$ cat src/rtl/flag_unit_if.sv
// Flag unit bus: pipeline control, EX result info and ID branch query in,
// flags / hazard request / hazard counter out.
//   master : drives stall, flush, ex_*, id_*; observes flags, flag_hazard, hazard_cnt
//   slave  : the flag unit itself
interface flag_unit_if;
  localparam int unsigned OP_W   = 4;
  localparam int unsigned DATA_W = 16;
  localparam int unsigned COND_W = 3;
  localparam int unsigned FLAG_W = 3;
  localparam int unsigned CNT_W  = 16;

  logic              stall;
  logic              flush;
  logic              ex_valid;
  logic [OP_W-1:0]   ex_opcode;
  logic [DATA_W-1:0] ex_result;
  logic              ex_ovfl;
  logic              id_branch;
  logic [COND_W-1:0] id_cond;
  logic [FLAG_W-1:0] flags;
  logic              flag_hazard;
  logic [CNT_W-1:0]  hazard_cnt;

  modport master (
    output stall, flush, ex_valid, ex_opcode, ex_result, ex_ovfl, id_branch, id_cond,
    input  flags, flag_hazard, hazard_cnt
  );

  modport slave (
    input  stall, flush, ex_valid, ex_opcode, ex_result, ex_ovfl, id_branch, id_cond,
    output flags, flag_hazard, hazard_cnt
  );
endinterface

$ cat src/rtl/flag_unit.sv
// Flag unit: holds the {Z,V,N} condition flags written by EX-stage ALU ops,
// detects ID-stage branches that depend on flags still being produced in EX,
// and counts hazard cycles (saturating).
// Ports:
//   clk         system clock (rising edge)
//   rst_n       synchronous active-low reset
//   bus.slave   stall/flush/ex_*/id_* in; flags (reg), flag_hazard (comb),
//               hazard_cnt (reg) out
module flag_unit (
  input  logic         clk,
  input  logic         rst_n,
  flag_unit_if.slave   bus
);
  localparam int unsigned FLAG_W = 3;
  localparam int unsigned CNT_W  = 16;
  localparam logic [CNT_W-1:0] CNT_MAX = {CNT_W{1'b1}};

  // Flag bit positions: [2]=Z, [1]=V, [0]=N
  localparam logic [FLAG_W-1:0] M_ZVN  = 3'b111;
  localparam logic [FLAG_W-1:0] M_Z    = 3'b100;
  localparam logic [FLAG_W-1:0] M_V    = 3'b010;
  localparam logic [FLAG_W-1:0] M_N    = 3'b001;
  localparam logic [FLAG_W-1:0] M_ZN   = 3'b101;
  localparam logic [FLAG_W-1:0] M_NONE = 3'b000;

  logic [FLAG_W-1:0] flags_q, flags_d;
  logic [CNT_W-1:0]  hazard_cnt_q, hazard_cnt_d;
  logic [FLAG_W-1:0] wr_mask;
  logic [FLAG_W-1:0] dep_mask;
  logic [FLAG_W-1:0] new_flags;
  logic              commit;
  logic              hazard;

  // Which flags the EX opcode writes
  always_comb begin
    wr_mask = M_NONE;
    case (bus.ex_opcode)
      4'b0000, 4'b0001:                   wr_mask = M_ZVN;
      4'b0010, 4'b0100, 4'b0101, 4'b0110: wr_mask = M_Z;
      default:                            wr_mask = M_NONE;
    endcase
  end

  // Which flags the ID branch condition reads
  always_comb begin
    dep_mask = M_NONE;
    case (bus.id_cond)
      3'b000, 3'b001:         dep_mask = M_Z;
      3'b010, 3'b100, 3'b101: dep_mask = M_ZN;
      3'b011:                 dep_mask = M_N;
      3'b110:                 dep_mask = M_V;
      default:                dep_mask = M_NONE;
    endcase
  end

  // Next-state: masked flag commit and saturating hazard counter
  always_comb begin
    new_flags    = {bus.ex_result == 16'h0000, bus.ex_ovfl, bus.ex_result[15]};
    commit       = bus.ex_valid & ~bus.stall & ~bus.flush;
    hazard       = bus.id_branch & bus.ex_valid & ~bus.flush & (|(dep_mask & wr_mask));
    flags_d      = flags_q;
    hazard_cnt_d = hazard_cnt_q;
    if (commit) begin
      flags_d = (new_flags & wr_mask) | (flags_q & ~wr_mask);
    end
    if (hazard && (hazard_cnt_q != CNT_MAX)) begin
      hazard_cnt_d = hazard_cnt_q + CNT_W'(1);
    end
  end

  always_ff @(posedge clk) begin
    if (!rst_n) begin
      flags_q      <= M_NONE;
      hazard_cnt_q <= '0;
    end else begin
      flags_q      <= flags_d;
      hazard_cnt_q <= hazard_cnt_d;
    end
  end

  assign bus.flags       = flags_q;
  assign bus.flag_hazard = hazard;
  assign bus.hazard_cnt  = hazard_cnt_q;
endmodule

$ cat src/flat_wrapper.sv
// flat-port wrapper written by rule: the top's interface ports become plain ports
module flag_unit_flat 
  (clk, rst_n, bus_stall, bus_flush, bus_ex_valid, bus_ex_opcode, bus_ex_result, bus_ex_ovfl, bus_id_branch, bus_id_cond, bus_flags, bus_flag_hazard, bus_hazard_cnt);
  flag_unit_if bus_i ();
  input  logic clk;
  input  logic rst_n;
  input wire logic [$bits(bus_i.stall)-1:0] bus_stall;
  input wire logic [$bits(bus_i.flush)-1:0] bus_flush;
  input wire logic [$bits(bus_i.ex_valid)-1:0] bus_ex_valid;
  input wire logic [$bits(bus_i.ex_opcode)-1:0] bus_ex_opcode;
  input wire logic [$bits(bus_i.ex_result)-1:0] bus_ex_result;
  input wire logic [$bits(bus_i.ex_ovfl)-1:0] bus_ex_ovfl;
  input wire logic [$bits(bus_i.id_branch)-1:0] bus_id_branch;
  input wire logic [$bits(bus_i.id_cond)-1:0] bus_id_cond;
  output wire logic [$bits(bus_i.flags)-1:0] bus_flags;
  output wire logic [$bits(bus_i.flag_hazard)-1:0] bus_flag_hazard;
  output wire logic [$bits(bus_i.hazard_cnt)-1:0] bus_hazard_cnt;
  assign bus_i.stall = bus_stall;
  assign bus_i.flush = bus_flush;
  assign bus_i.ex_valid = bus_ex_valid;
  assign bus_i.ex_opcode = bus_ex_opcode;
  assign bus_i.ex_result = bus_ex_result;
  assign bus_i.ex_ovfl = bus_ex_ovfl;
  assign bus_i.id_branch = bus_id_branch;
  assign bus_i.id_cond = bus_id_cond;
  assign bus_flags = bus_i.flags;
  assign bus_flag_hazard = bus_i.flag_hazard;
  assign bus_hazard_cnt = bus_i.hazard_cnt;
  flag_unit u_core (.clk(clk), .rst_n(rst_n), .bus(bus_i));
endmodule
$ cat config.mk
export PLATFORM = sky130hd
export DESIGN_NAME = flag_unit_flat
export DESIGN_NICKNAME = d
export VERILOG_FILES = /design/src/rtl/flag_unit_if.sv /design/src/rtl/flag_unit.sv /design/src/flat_wrapper.sv
export SDC_FILE = /design/constraint.sdc
export NUM_CORES = 1
export LEC_CHECK = 0
export CELL_PAD_IN_SITES_DETAIL_PLACEMENT = 1
export CELL_PAD_IN_SITES_GLOBAL_PLACEMENT = 1
export CORE_MARGIN = 2
export CORE_UTILIZATION = 31
export CTS_CLUSTER_DIAMETER = 200
export DETAILED_ROUTE_END_ITERATION = 12
export GPL_TIMING_DRIVEN = 0
export PLACE_DENSITY_LB_ADDON = 0.1
export SETUP_SLACK_MARGIN = 0.05
export SYNTH_ARGS = -nofsm -noshare
export SYNTH_HDL_FRONTEND = slang
export SYNTH_SLANG_ARGS = --single-unit
$ cat constraint.sdc
create_clock -name clk -period 3.7 [get_ports clk]
set_input_delay 0.37 -clock clk [delete_from_list [all_inputs] [get_ports clk]]
set_output_delay 0.37 -clock clk [all_outputs]
set_load 0.01 [all_outputs]
==> results by group, run 1 <==
Run status
  • Status: completed

Cells and area
  • Multi-input logic area: just under 700 µm²
  • Synthesis-to-layout area growth: 52.0%
  • Fill count: roughly 400
  • Most frequent cells in the layout: clkdlybuf4s50_1 (49), dfxtp_1 (19), nand2_1 (18), nand3_1 (11), nor4_1 (11)
  • Layout cell share with drive strength beyond 1: under 10%
  • Most common cell after layout, fill and taps aside: clkdlybuf4s50_1
  • Diode count: 0
  • Storage element area: approximately 380 µm²
  • Net count, final: ~220

Yosys
  • Syn Nets: roughly 170
  • Netlist cell types: 34
  • EDFF count, synth: 0
  • Synth warnings: 0
  • Synth Area per Inst: around 8.3 µm²
  • Syn Inst Count: approximately 130
  • Area leader, netlist: dfxtp_1
  • Main area contributors after synthesis: dfxtp_1 (34%), nor4_1 (6.2%), nand2_1 (6.1%)
  • Sequential area share after synthesis: between 30% and 40%
  • Count of state elements after synthesis: 19
  • Ys async rst share: 0%
  • Post-synth top area share: between 30 and 40%
  • Synth Cell Area: roughly 0.0011 mm²
  • Top FF cell, synth: dfxtp_1

Clock network
  • Post-CTS setup buffer count: 0
  • TritonCTS clock tree: built
  • Cts hold-fix bufs: 0
  • Total CTS buffers: 3
  • Clk_lat worst skew: about 300 ps
  • H-tree depth: 1
  • CTS root buffer: clkbuf_4
  • Post-CTS resize count: 0
  • Clk slew on worst S/H paths: between 100 and 150 ps
  • Clock Path Buffers: 2
  • Sink Count: 19

Critical path
  • Critical path class: input port to primary output
  • Reg2reg start: u_core.bus.hazard_cnt[0]
  • Startpoint types: input port
  • Reg2reg setup slack: 1700 ps
  • RR Endpoint: u_core.bus.hazard_cnt[11]
  • Worst setup startpoint: bus_ex_opcode[1]
  • Worst setup EP type: primary output
  • WP data required: between 3000 and 4000 ps
  • Worst Setup EP: bus_flag_hazard
  • Max Fanout on Critical Path: 10
  • Crit path DAT: 2530 ps
  • R2r worst-path depth: 6

Global route
  • Vias in the first global route: around 1200
  • Initial antenna violation count: 0
  • First-pass GRT wire length: roughly 5700 µm
  • Largest net degree at the start of global routing: 13
  • GRT Overall Usage: about 17%
  • Remaining Overflow, GRT: 0

Floorplanning
  • Die Wd: approximately 64 µm
  • Core Area: approximately 0.0034 mm²
  • Boundary Pins: 50
  • Starting Density: approximately a third
  • Rows: 21
  • Die Area: ~0.004 mm²
  • Die height: 63.9 µm

STA
  • Min cycle time layout: roughly 2900 ps
  • Final setup violating endpoints: 0
  • Crit share post-route: between 70 and 80%
  • Hold Fails Final Rpt: 0
  • Fin Setup TNS: 0 ps
  • Worst Tran Pin Value: 694 ps
  • RSZ-0062 raised after global routing: no
  • Relative slew slack: approximately 53%
  • WHS: 475 ps
  • Clock skew: roughly 10 ps
  • Max-slew violations: 0
  • Achievable Freq: roughly 0.35 GHz

Drt
  • Per-cell routed wire length: ~15 µm
  • Routed Antenna Nets: 0
  • Post-Route WL: around 3500 µm
  • Via count: about 1200
  • Vias per cell: between 5 and 6
  • Detailed Route Iter0 Violations: 19
  • DRT Pass-1 Iters: 4
  • Remaining DRCs: 0

Placement
  • DP HPWL: between 2000 and 3000 µm
  • I/O Buffers: approximately 50
  • Gpl congestion: slightly above 0.8

Pwr
  • Worst VDD drop: about 0.13 mV
  • Power per cell area: around 220 mW/mm²
  • P_leak: around 0.00053 µW

Job
  • Number of max-cap violations: 0

Min path
  • Hold Crit Class: flip-flop to flip-flop
-- kinds of logic after synthesis --
kind of cell	after synthesis	synth area share, %
and+or+nand+nor	72	37.5
AOI/OAI and AO/OA	27	17.9
DFF	19	34.2
buffers and inverters	9	3.83
muxes	6	5.41
adders and majority gates	1	1.13
-- metrics by stage --
step	std cells	total power [µW]	utilization (%)	cell area, µm²	setup WS, ps
6_report	233	369	49.8	1690	803
5_1_grt	233	391	49.8	1690	660
4_1_cts	233	375	49.8	1690	780
3_5_place_dp	229	262	48.9	1660	781
3_3_place_gp	229	261	48.9	1660	814
2_1_floorplan	134	222	-	1110	1950
-- layer usage --
metal	part of all wire, %	GRT usage, %	vias to the layer above
li1	-	-	628
met1	44	22.0	572
met2	47	29.7	35
met3	7.0	4.40	4
met4	0.99	4.08	0
met5	0	0	-
-- how the worst min path moves through the flow --
stage	endpoint	slack [ps]	cells after the start	startpoint
2_1_floorplan	flip-flop	480	2	flip-flop
3_3_place_gp	flip-flop	440	2	flip-flop
3_5_place_dp	flip-flop	460	2	flip-flop
4_1_cts	flip-flop	480	2	flip-flop
5_1_grt	flip-flop	510	2	flip-flop
6_report	flip-flop	470	2	flip-flop
-- area by class of cell --
type	count	area share, %
Multi-Input combinational cell	106	40.7
Timing Repair Buffer	49	29.0
Sequential cell	19	22.5
Tap cell	46	3.41
Buffer	5	1.63
Clock buffer	3	1.33
Inverter	4	0.889
Clock inverter	1	0.444
-- Yosys cell counts (all sizes together) (2+ instances only) --
master   n
nand2b   5
inv      3
dfxtp   19
a21oi   10
o31ai    7
nand3   11
and3     3
nor2     2
nor3b    2
mux2i    6
o211ai   2
nand4    6
o21ai    3
clkbuf   3
nor4    12
or4      7
buf      2
nand2   18
-- where the power goes --
group	internal, µW	switching [µW]	total (µW)	leakage [µW]
combinational	32.9	18.9	51.8	0.000364
clock	41.1	70.7	112	0.0000139
sequential	205	0.517	205	0.000153
-- worst max-delay path: stages --
cell	delay (ps)
clkdlybuf4s50_1	500
a2111oi_4	400
o211ai_2	220
buf_6	200
clkbuf_1	220
inv_1	90
clkdlybuf4s50_1	530
Power figures use the tool's default switching activity.
==> run 2, diff against run 1 <==
--- a/config.mk
+++ b/config.mk
@@ -8,7 +8,7 @@
 export CELL_PAD_IN_SITES_DETAIL_PLACEMENT = 1
 export CELL_PAD_IN_SITES_GLOBAL_PLACEMENT = 1
 export CORE_MARGIN = 2
-export CORE_UTILIZATION = 31
+export CORE_UTILIZATION = 29
 export CTS_CLUSTER_DIAMETER = 200
 export DETAILED_ROUTE_END_ITERATION = 12
 export GPL_TIMING_DRIVEN = 0
==> constraint.sdc (replaced) <==
create_clock -name clk -period 2.9 [get_ports clk]
set_input_delay 0.29 -clock clk [delete_from_list [all_inputs] [get_ports clk]]
set_output_delay 0.29 -clock clk [all_outputs]
set_load 0.01 [all_outputs]
==> results by group, run 2 (synthesis results as in run 1) <==
STA
  • Achievable Freq: 0.401 GHz
  • Worst Tran Pin Value: 622 ps (was 694 ps)
  • Max-slew violations: 0 (unchanged)
  • Final WS setup: 405 ps (was 803 ps)
  • Relative slew slack: 58.0% (was 53.1%)
  • Hold Fails Final Rpt: 0 (unchanged)
  • Crit share post-route: a little under nine tenths
  • Min cycle time layout: 2490 ps
  • Final setup violating endpoints: 0 (unchanged)
  • WHS: 456 ps (was 475 ps)
  • Fin Setup TNS: 0 ps (unchanged)
  • RSZ-0062 raised after global routing: no (unchanged)
  • Clock skew: 6.79 ps (was 10.0 ps)

Drt
  • Vias per cell: 5.46 (was 5.32)
  • Remaining DRCs: 0 (unchanged)
  • Routed Antenna Nets: 0 (unchanged)
  • Detailed Route Iter0 Violations: 43 (was 19)
  • Post-Route WL: 3660 µm (was 3530 µm)
  • Via count: 1277 (was 1239)
  • Per-cell routed wire length: 15.6 µm (was 15.1 µm)
  • DRT Pass-1 Iters: 4 (unchanged)

Floorplanning
  • Rows: 22 (was 21)
  • Starting Density: 30.3% (was 32.8%)
  • Die Wd: 65.9 µm (was 63.9 µm)
  • Die height: 65.9 µm (was 63.9 µm)
  • Boundary Pins: 50 (unchanged)
  • Die Area: 0.00434 mm² (was 0.00408 mm²)
  • Core Area: 0.00366 mm² (was 0.00339 mm²)

Critical path
  • Crit path DAT: 2200 ps (was 2530 ps)
  • CP most frequent cell: clkdlybuf4s50_1 (unchanged)
  • WP data required: 2610 ps (was 3330 ps)
  • Startpoint types: input port (unchanged)
  • CP top delay family: buffers and inverters (unchanged)
  • Max stage delay cell, worst path: clkdlybuf4s50_1 (unchanged)
  • Crit-path max cell delay: 520 ps (was 530 ps)
  • R2r worst-path depth: 5 (was 6)
  • Reg2reg setup slack: 910 ps (was 1700 ps)
  • RR Endpoint: u_core.bus.hazard_cnt[12] (was u_core.bus.hazard_cnt[11])
  • Critical path class: input port to primary output (unchanged)
  • Worst setup EP type: primary output (unchanged)
  • Crit-path cells: clkdlybuf4s50_1 -> nor3b_1 -> o211ai_4 -> buf_6 -> inv_1 -> clkdlybuf4s50_1 (was clkdlybuf4s50_1 -> a2111oi_4 -> o211ai_2 -> buf_6 -> clkbuf_1 -> inv_1 -> clkdlybuf4s50_1)
  • Reg2reg start: u_core.bus.hazard_cnt[2] (was u_core.bus.hazard_cnt[0])
  • Crit path buf inv count: 4 (was 5)
  • Max Fanout on Critical Path: 19 (was 10)

Clock network
  • Clock Path Buffers: 2 (unchanged)
  • Post-CTS resize count: 0 (unchanged)
  • Cts hold-fix bufs: 0 (unchanged)
  • Clk slew on worst S/H paths: 70 ps (was 110 ps)
  • TritonCTS clock tree: built (unchanged)
  • Post-CTS setup buffer count: 0 (unchanged)
  • CTS root buffer: clkbuf_8 (was clkbuf_4)
  • Sink Count: 19 (unchanged)
  • H-tree depth: 1 (unchanged)
  • Total CTS buffers: 3 (unchanged)
  • Clk_lat worst skew: 260 ps (was 300 ps)

Global route
  • Remaining Overflow, GRT: 0 (unchanged)
  • Vias in the first global route: 1397 (was 1205)
  • Largest net degree at the start of global routing: 12 (was 13)
  • GRT Overall Usage: 18.8% (was 17.4%)
  • Initial antenna violation count: 0 (unchanged)
  • First-pass GRT wire length: 6390 µm (was 5740 µm)

Placement
  • DP Worst Slack: 92.4 ps (was 781 ps)
  • Gpl congestion: 0.731 (was 0.808)
  • DP HPWL: 2800 µm (was 2820 µm)
  • I/O Buffers: 49 (unchanged)

Cells and area
  • Synthesis-to-layout area growth: 54.2% (was 52.0%)
  • Most frequent cells in the layout: clkdlybuf4s50_1 (49), dfxtp_1 (19), nand2_1 (18), nand3_1 (11), nor4_1 (11) (unchanged)
  • Most common cell after layout, fill and taps aside: clkdlybuf4s50_1 (unchanged)
  • Net count, final: 218 (was 219)
  • Layout cell share with drive strength beyond 1: 5.38% (was 5.35%)
  • Diode count: 0 (unchanged)

Run status
  • Status: completed (unchanged)

Job
  • Number of max-cap violations: 0 (unchanged)

Min path
  • Hold path cells: 2 (unchanged)
  • Hold Crit Class: flip-flop to flip-flop (unchanged)

Pwr
  • Worst VDD drop: 0.219 mV (was 0.130 mV)
  • Power per cell area: 305 mW/mm² (was 219 mW/mm²)
  • P_leak: 0.000540 µW (was 0.000531 µW)
[run 2: cell count changes in the layout (fill, tap and decap cells not counted), sizes merged]
cell,previous run,this run
clkinv,1,2
clkbuf,6,5
clkinvlp,1,0
[run 2: layer usage]
metal / GRT usage [%] / share of wire [%]
met1: 23.1 / 44
met2: 33.2 / 48
met3: 2.21 / 6.5
met4: 7.03 / 1.3
met5: 0 / 0
[run 2: how the worst max path moves through the flow]
stage | startpoint | endpoint | slack (ps) | depth (start not counted)
final | bus_ex_opcode[3] | bus_flag_hazard | 410 | 6
after CTS | bus_id_cond[0] | bus_flag_hazard | 90 | 7
after global routing | bus_ex_opcode[3] | bus_flag_hazard | 290 | 6
after global placement | bus_ex_opcode[1] | bus_flag_hazard | 130 | 7
after detailed placement | bus_ex_opcode[1] | bus_flag_hazard | 90 | 7
after floorplan | u_core.bus.hazard_cnt[2] | u_core.bus.hazard_cnt[12] | 1150 | 5
[run 2: report_power, final]
group          leakage (µW)  internal [µW]  switching [µW]  total, µW
Combinational      0.000362           42.2            25.5       67.7
Clock             0.0000255           95.8            97.6        193
Sequential         0.000153            261           0.591        262
Total              0.000540            399             124        523
[run 2: worst register-to-register path, cell delays in order, from the launching register on]
cell and delay [ps]:
dfxtp_1 430, and3_1 200, clkbuf_1 280, nand3_1 290, or4_1 560, o211a_1 140
[run 2: through the flow]
step           utilization, %  instances  total power, µW  area [µm²]
6_report                 46.8        234              523        1710
5_1_grt                  46.8        234              543        1710
2_1_floorplan               -        134              284        1110
3_3_place_gp             45.4        231              333        1660
4_1_cts                  46.7        235              525        1710
3_5_place_dp             45.4        231              335        1660
[run 2: area by class of cell]
class	instances	area [µm²]
Timing Repair Buffer	49	490
Sequential cell	19	380
Inverter	4	15.0
Multi-Input combinational cell	106	697
Fill cell	458	1950
Clock inverter	1	5.00
Clock buffer	3	41.3
Buffer	4	23.8
Tap cell	48	60.1
==> run 3, diff against run 2 <==
--- a/config.mk
+++ b/config.mk
@@ -5,6 +5,7 @@
 export SDC_FILE = /design/constraint.sdc
 export NUM_CORES = 1
 export LEC_CHECK = 0
+export CAP_MARGIN = 40
 export CELL_PAD_IN_SITES_DETAIL_PLACEMENT = 1
 export CELL_PAD_IN_SITES_GLOBAL_PLACEMENT = 1
 export CORE_MARGIN = 2
==> results of run 3 <==
Final layout, timing and power as in run 2 (identical DEF).
